===== src/rtl/noise_generator.sv =====
`timescale 1ns/1ps
`default_nettype none
// ============================================================================
//  Module   : noise_generator
//  Brief    : Galois-LFSR noise source with amplitude scaling, offset-binary
//             output, burst or continuous mode.
//  Revision : 1.0
// ============================================================================
module noise_generator #(
  parameter int                  DATA_WIDTH = 12,
  parameter int                  LFSR_WIDTH = 32,
  parameter logic [LFSR_WIDTH-1:0] TAP_MASK = 32'h80200003,
  parameter logic [LFSR_WIDTH-1:0] SEED     = 32'hACE12468,
  parameter int                  LEN_WIDTH  = 16
) (
  input  logic                  CLK,
  input  logic                  RESET,
  input  logic                  START,
  input  logic                  STOP,
  input  logic                  SEED_LOAD,
  input  logic [LFSR_WIDTH-1:0] SEED_IN,
  input  logic [DATA_WIDTH-1:0] AMPLITUDE,
  input  logic [LEN_WIDTH-1:0]  BURST_LEN,
  output logic [DATA_WIDTH-1:0] NOISE_OUT,
  output logic                  NOISE_VALID,
  output logic                  BUSY
);

  localparam int c_PROD_W = 2 * DATA_WIDTH + 1;
  localparam logic [DATA_WIDTH-1:0] c_OFFSET = {1'b1, {(DATA_WIDTH-1){1'b0}}};

  typedef enum logic [0:0] {
    ST_IDLE = 1'b0,
    ST_RUN  = 1'b1
  } state_t;

  state_t                 r_state, w_state_next;
  logic [LFSR_WIDTH-1:0]  r_lfsr, w_lfsr_next, w_lfsr_step;
  logic [LEN_WIDTH-1:0]   r_cnt, w_cnt_next;
  logic [DATA_WIDTH-1:0]  r_gain, w_gain_next;
  logic                   w_emit;

  logic signed [c_PROD_W-1:0] w_s_ext, w_g_ext, w_prod, r_prod;
  logic                       r_v1;
  logic [DATA_WIDTH-1:0]      r_noise_out;
  logic                       r_noise_valid;
  logic                       w_unused_prod;

  assign w_lfsr_step = r_lfsr[0] ? ((r_lfsr >> 1) ^ TAP_MASK) : (r_lfsr >> 1);

  always_comb begin
    w_state_next = r_state;
    w_lfsr_next  = r_lfsr;
    w_cnt_next   = r_cnt;
    w_gain_next  = r_gain;
    w_emit       = 1'b0;
    case (r_state)
      ST_IDLE: begin
        if (START) begin
          w_state_next = ST_RUN;
          w_gain_next  = AMPLITUDE;
          w_cnt_next   = BURST_LEN;
        end else if (SEED_LOAD) begin
          // A zero seed would lock the LFSR, so fall back to the default seed
          w_lfsr_next = (SEED_IN == '0) ? SEED : SEED_IN;
        end
      end
      ST_RUN: begin
        if (STOP) begin
          w_state_next = ST_IDLE;
        end else begin
          w_emit      = 1'b1;
          w_lfsr_next = w_lfsr_step;
          if (r_cnt != '0) begin
            w_cnt_next = r_cnt - LEN_WIDTH'(1);
            if (r_cnt == LEN_WIDTH'(1)) w_state_next = ST_IDLE;
          end
        end
      end
      default: w_state_next = ST_IDLE;
    endcase
  end

  always_ff @(posedge CLK) begin
    if (RESET) begin
      r_state <= ST_IDLE;
      r_lfsr  <= SEED;
      r_cnt   <= '0;
      r_gain  <= '0;
    end else begin
      r_state <= w_state_next;
      r_lfsr  <= w_lfsr_next;
      r_cnt   <= w_cnt_next;
      r_gain  <= w_gain_next;
    end
  end

  // Signed sample times unsigned gain; the full product fits the 25-bit width
  assign w_s_ext = {{(DATA_WIDTH+1){r_lfsr[DATA_WIDTH-1]}}, r_lfsr[DATA_WIDTH-1:0]};
  assign w_g_ext = {{(DATA_WIDTH+1){1'b0}}, r_gain};
  assign w_prod  = w_s_ext * w_g_ext;

  always_ff @(posedge CLK) begin
    if (RESET) begin
      r_prod        <= '0;
      r_v1          <= 1'b0;
      r_noise_out   <= c_OFFSET;
      r_noise_valid <= 1'b0;
    end else begin
      r_v1          <= w_emit;
      r_noise_valid <= r_v1;
      if (w_emit) r_prod <= w_prod;
      // Bits [2W-1:W] of the product equal (prod >>> W) truncated to W bits
      if (r_v1) r_noise_out <= r_prod[DATA_WIDTH +: DATA_WIDTH] + c_OFFSET;
    end
  end

  assign w_unused_prod = ^{r_prod[c_PROD_W-1], r_prod[DATA_WIDTH-1:0]};

  assign NOISE_OUT   = r_noise_out;
  assign NOISE_VALID = r_noise_valid;
  assign BUSY        = (r_state == ST_RUN) | r_v1 | r_noise_valid;

endmodule
`default_nettype wire

===== config.mk =====
export PLATFORM = sky130hd
export DESIGN_NAME = noise_generator
export DESIGN_NICKNAME = d
export VERILOG_FILES = /design/src/rtl/noise_generator.sv
export SDC_FILE = /design/constraint.sdc
export NUM_CORES = 1
export LEC_CHECK = 0
export ABC_AREA = 1
export BUFFER_PORTS_ARGS = -buffer_cell sky130_fd_sc_hd__buf_2
export CORE_AREA = 3 3 213 111
export CTS_CLUSTER_DIAMETER = 50
export DETAILED_ROUTE_END_ITERATION = 8
export DIE_AREA = 0 0 216 114
export MAX_ROUTING_LAYER = met4
export PLACE_DENSITY_LB_ADDON = 0.15
export SLEW_MARGIN = 30
export SYNTH_ARGS = -nofsm -noshare
export SYNTH_HDL_FRONTEND = slang
export SYNTH_SLANG_ARGS = --single-unit

===== constraint.sdc =====
create_clock -name CLK -period 4.2 [get_ports CLK]
set_input_delay 0 -clock CLK [delete_from_list [all_inputs] [get_ports CLK]]
set_output_delay 0 -clock CLK [all_outputs]
set_load 0.05 [all_outputs]

==> flow_metrics.env <==
export IMPL_finalCritPeriodShare_pct=107
export IMPL_port_buffers=78
export IMPL_status="complete, but fails checks"
export IMPL_drt_total_wl_um=25100
export IMPL_fin_crit_ns=4.48
export IMPL_start_util_pct=41.2
export IMPL_dr_first_iter_drc_count=457
export IMPL_grt_start_max_net_pins=47
export IMPL_p_comb_share_pct=63.3
export IMPL_synth_main_ff_cell="dfxtp_1"
export IMPL_top_level_ports=79
export IMPL_synth_seq_cells=87
export IMPL_power_leakage_uw=0.00615
export IMPL_multi_input_area_um2=6660
export IMPL_yosys_top_cells_area="fa_1 (22%), dfxtp_1 (19%), nand2_1 (11%), inv_1 (10%), ha_1 (9.9%)"
export IMPL_fmax_mhz=223
export IMPL_holdWs_ns=0.00886
export IMPL_area_growth_syn_to_layout_pct=33.9
export IMPL_rsz0062_at_grt="yes"
export IMPL_htreeDepth=3
export IMPL_cap_viol_max_count=0
export IMPL_path_class="reg -> reg"
export IMPL_synth_top_area_share_pct=22.2
export IMPL_setup_viol=12
export IMPL_wl_per_cell_um=14.4
export IMPL_ant_nets=0
export IMPL_end_kind="flip-flop"
export IMPL_antenna_found_initial=0
export IMPL_maxSlewHeadroom_pct=49.6
export IMPL_syn_area_um2=8940
export IMPL_internal_power_uw=2860
export IMPL_via_per_inst=4.92
export IMPL_worstPathRequired_ns=4.45
export IMPL_crit_fanout=4
export IMPL_numCtsBuffers=9
export IMPL_p_per_area_nw_per_um2=429
export IMPL_drive_gt1_share_pct=25.9
export IMPL_placed_cell_area_um2=10400
export IMPL_hold_viol_final=0
export IMPL_grt_pass1_wl_um=42300
export IMPL_clk_pin_slew_ns=0.07
export IMPL_die_y_um=114
export IMPL_drt_first_pass_iters=5
export IMPL_violations="setup timing"
export IMPL_tns_ns=-2.57
export IMPL_fillCellCount=2079
export IMPL_cts_tree="done"
export IMPL_yosysMostFrequentCell="nand2_1"
export IMPL_coreArea_um2=21700
export IMPL_tightest_slew_ns=0.754
export IMPL_synth_edf_count=0
export IMPL_synth_seq_area_share_pct=19.5
export IMPL_placedCellCount=1648
export IMPL_dieArea_um2=24600
export IMPL_cts_root_buf="clkbuf_16"
export IMPL_final_max_slew_viol_count=0
export IMPL_die_x_um=216
export IMPL_insertion_delay_ns=0.36
export IMPL_drc=0
export IMPL_vias=8559
export IMPL_crit_arrival_ns=4.72
export IMPL_cts_sinks=87
export IMPL_startpoint_type="flip-flop"
export IMPL_async_flop_share_pct=0
export IMPL_seq_power_share_pct=19.4
export IMPL_hold_path_class="in -> reg"
export IMPL_regArea_um2=1800
export IMPL_place_hpwl_um=18800
export IMPL_yosysTopAreaCell="fa_1"
export IMPL_grt_total_usage_pct=21.8
export IMPL_netlist_top_cells_count="nand2_1 (263), inv_1 (248), nor2_1 (132)"
export IMPL_n_antenna_cell=0
export IMPL_fin_area_um2=12000
export IMPL_clkPwrFrac_pct=17.2
export IMPL_layout_cells_non_filler=1741
export IMPL_nets=1671
export IMPL_fin_ws_ns=-0.279
export IMPL_finalClockSkew_ns=0.0129
export IMPL_rows=38
export IMPL_syn_nets=1481
export IMPL_ys_types=40
export IMPL_grt_pass1_vias=8702
export IMPL_peakVddDrop_mv=0.426
export IMPL_yosysWarnings=0
export IMPL_grt_overflow=0
export IMPL_clk_path_buf_depth=2
export IMPL_pre_cts_ws_ns=-0.556
export IMPL_syn_avg_cell_area_um2=7.18
export IMPL_p_sw_uw=2280
export IMPL_syn_inst=1246
export IMPL_gp_congestion=0.933
export IMPL_swShare_pct=44.4
## power by group through the flow
stage	registers, uW	clock network [uW]	logic, uW
final	998	884	3250
after CTS	995	910	3030
after detailed placement	1020	0	2560
after global routing	1010	946	3610
after floorplan	980	0	1790
after global placement	1010	0	2550
## layout make-up
type | count | share of cell area [%]
Inverter | 253 | 7.96
Multi-Input combinational cell | 846 | 55.6
Clock buffer | 9 | 1.88
Sequential cell | 87 | 15.1
Clock inverter | 7 | 0.815
Tap cell | 300 | 3.14
Timing Repair Buffer | 239 | 15.5
## through the flow
step	total power (uW)	util, %
after floorplan	2770	-
after global placement	3560	47.8
after detailed placement	3580	47.8
after CTS	4930	54.2
after global routing	5560	55.2
final	5130	55.2
## registers in the layout, indices dropped and copies added, names as in the netlist
name and cells:
r_lfsr 32, NOISE_VALID 1, r_gain 12, r_cnt 16, r_prod 12, r_state 1, r_v1 1, NOISE_OUT 12
## final timing paths
path	startpoint	to	slack, ns	depth (start not counted)
max	r_gain[11]	r_prod[21]	-0.28	16
min	BURST_LEN[12]	r_cnt[12]	0.009	5
max reg2reg	r_gain[11]	r_prod[21]	-0.28	16
min reg2reg	r_prod[23]	NOISE_OUT[11]	0.45	1
## placed cells by master (no fill, tap or decap), types with 4 or more instances in the layout
| cell | netlist | routed |
|---|---|---|
| nand3_2 | 1 | 7 |
| dlygate4sd3_1 | 0 | 53 |
| a221oi_1 | 8 | 8 |
| dfxtp_4 | 0 | 13 |
| dfxtp_1 | 87 | 64 |
| dfxtp_2 | 0 | 10 |
| a31oi_1 | 14 | 13 |
| a21o_1 | 4 | 4 |
| nor2_1 | 132 | 122 |
| buf_12 | 0 | 7 |
| buf_4 | 1 | 93 |
| a21oi_1 | 64 | 53 |
| nor3_1 | 6 | 4 |
| ha_4 | 0 | 19 |
| inv_2 | 4 | 20 |
| ha_1 | 71 | 52 |
| fa_2 | 0 | 8 |
| buf_6 | 1 | 6 |
| o211ai_1 | 6 | 6 |
| nor2_4 | 3 | 6 |
| o21ai_1 | 5 | 10 |
| a21oi_4 | 0 | 4 |
| nand2_1 | 263 | 227 |
| inv_1 | 248 | 231 |
| clkbuf_16 | 0 | 9 |
| nand2_2 | 6 | 32 |
| o21ai_0 | 70 | 63 |
| nand3_1 | 45 | 38 |
| fa_1 | 99 | 91 |
| nor2_2 | 1 | 8 |
| a21oi_2 | 5 | 12 |
| buf_2 | 7 | 78 |
| o31ai_1 | 12 | 12 |
| nand2_4 | 0 | 10 |
## logic make-up (layout without fill, tap and decap cells)
kind of cell	after synthesis	after routing	synth area share, %
AO/OA/AOI/OAI	200	200	13.0
XOR/XNOR	7	7	0.686
adder cells (fa/ha/maj)	170	170	32.1
buffers and inverters	313	508	13.5
flip-flops	87	87	19.5
AND/OR/NAND/NOR	469	469	21.3
## worst max-delay path, stage by stage (launching register included)
cell and delay, ns:
dfxtp_1 0.42, nand2_1 0.12, fa_1 0.58, fa_1 0.45, fa_1 0.57, fa_1 0.43
fa_1 0.53, inv_2 0.05, ha_4 0.31, nand2_4 0.07, buf_4 0.14, nor4_2 0.24
nand2_1 0.11, nand3_1 0.07, nand2_1 0.06, nor2_2 0.16, nor2_1 0.05
## timing repair
item                       in CTS  in global routing
setup endpoints to repair      12                 12
gates cloned                    0                  0
gates resized for setup       113                 44
hold endpoints to repair       53                  0
pin swaps                      36                 27
buffers inserted               20                  4
hold buffers                   53                  0
## layer usage
layer	GRT usage, %	routed length, um
met1	29.2	12000
met2	35.8	11500
met3	3.25	1290
met4	4.06	333
met5	-	0
No activity file was read; power rests on OpenSTA's default activity.
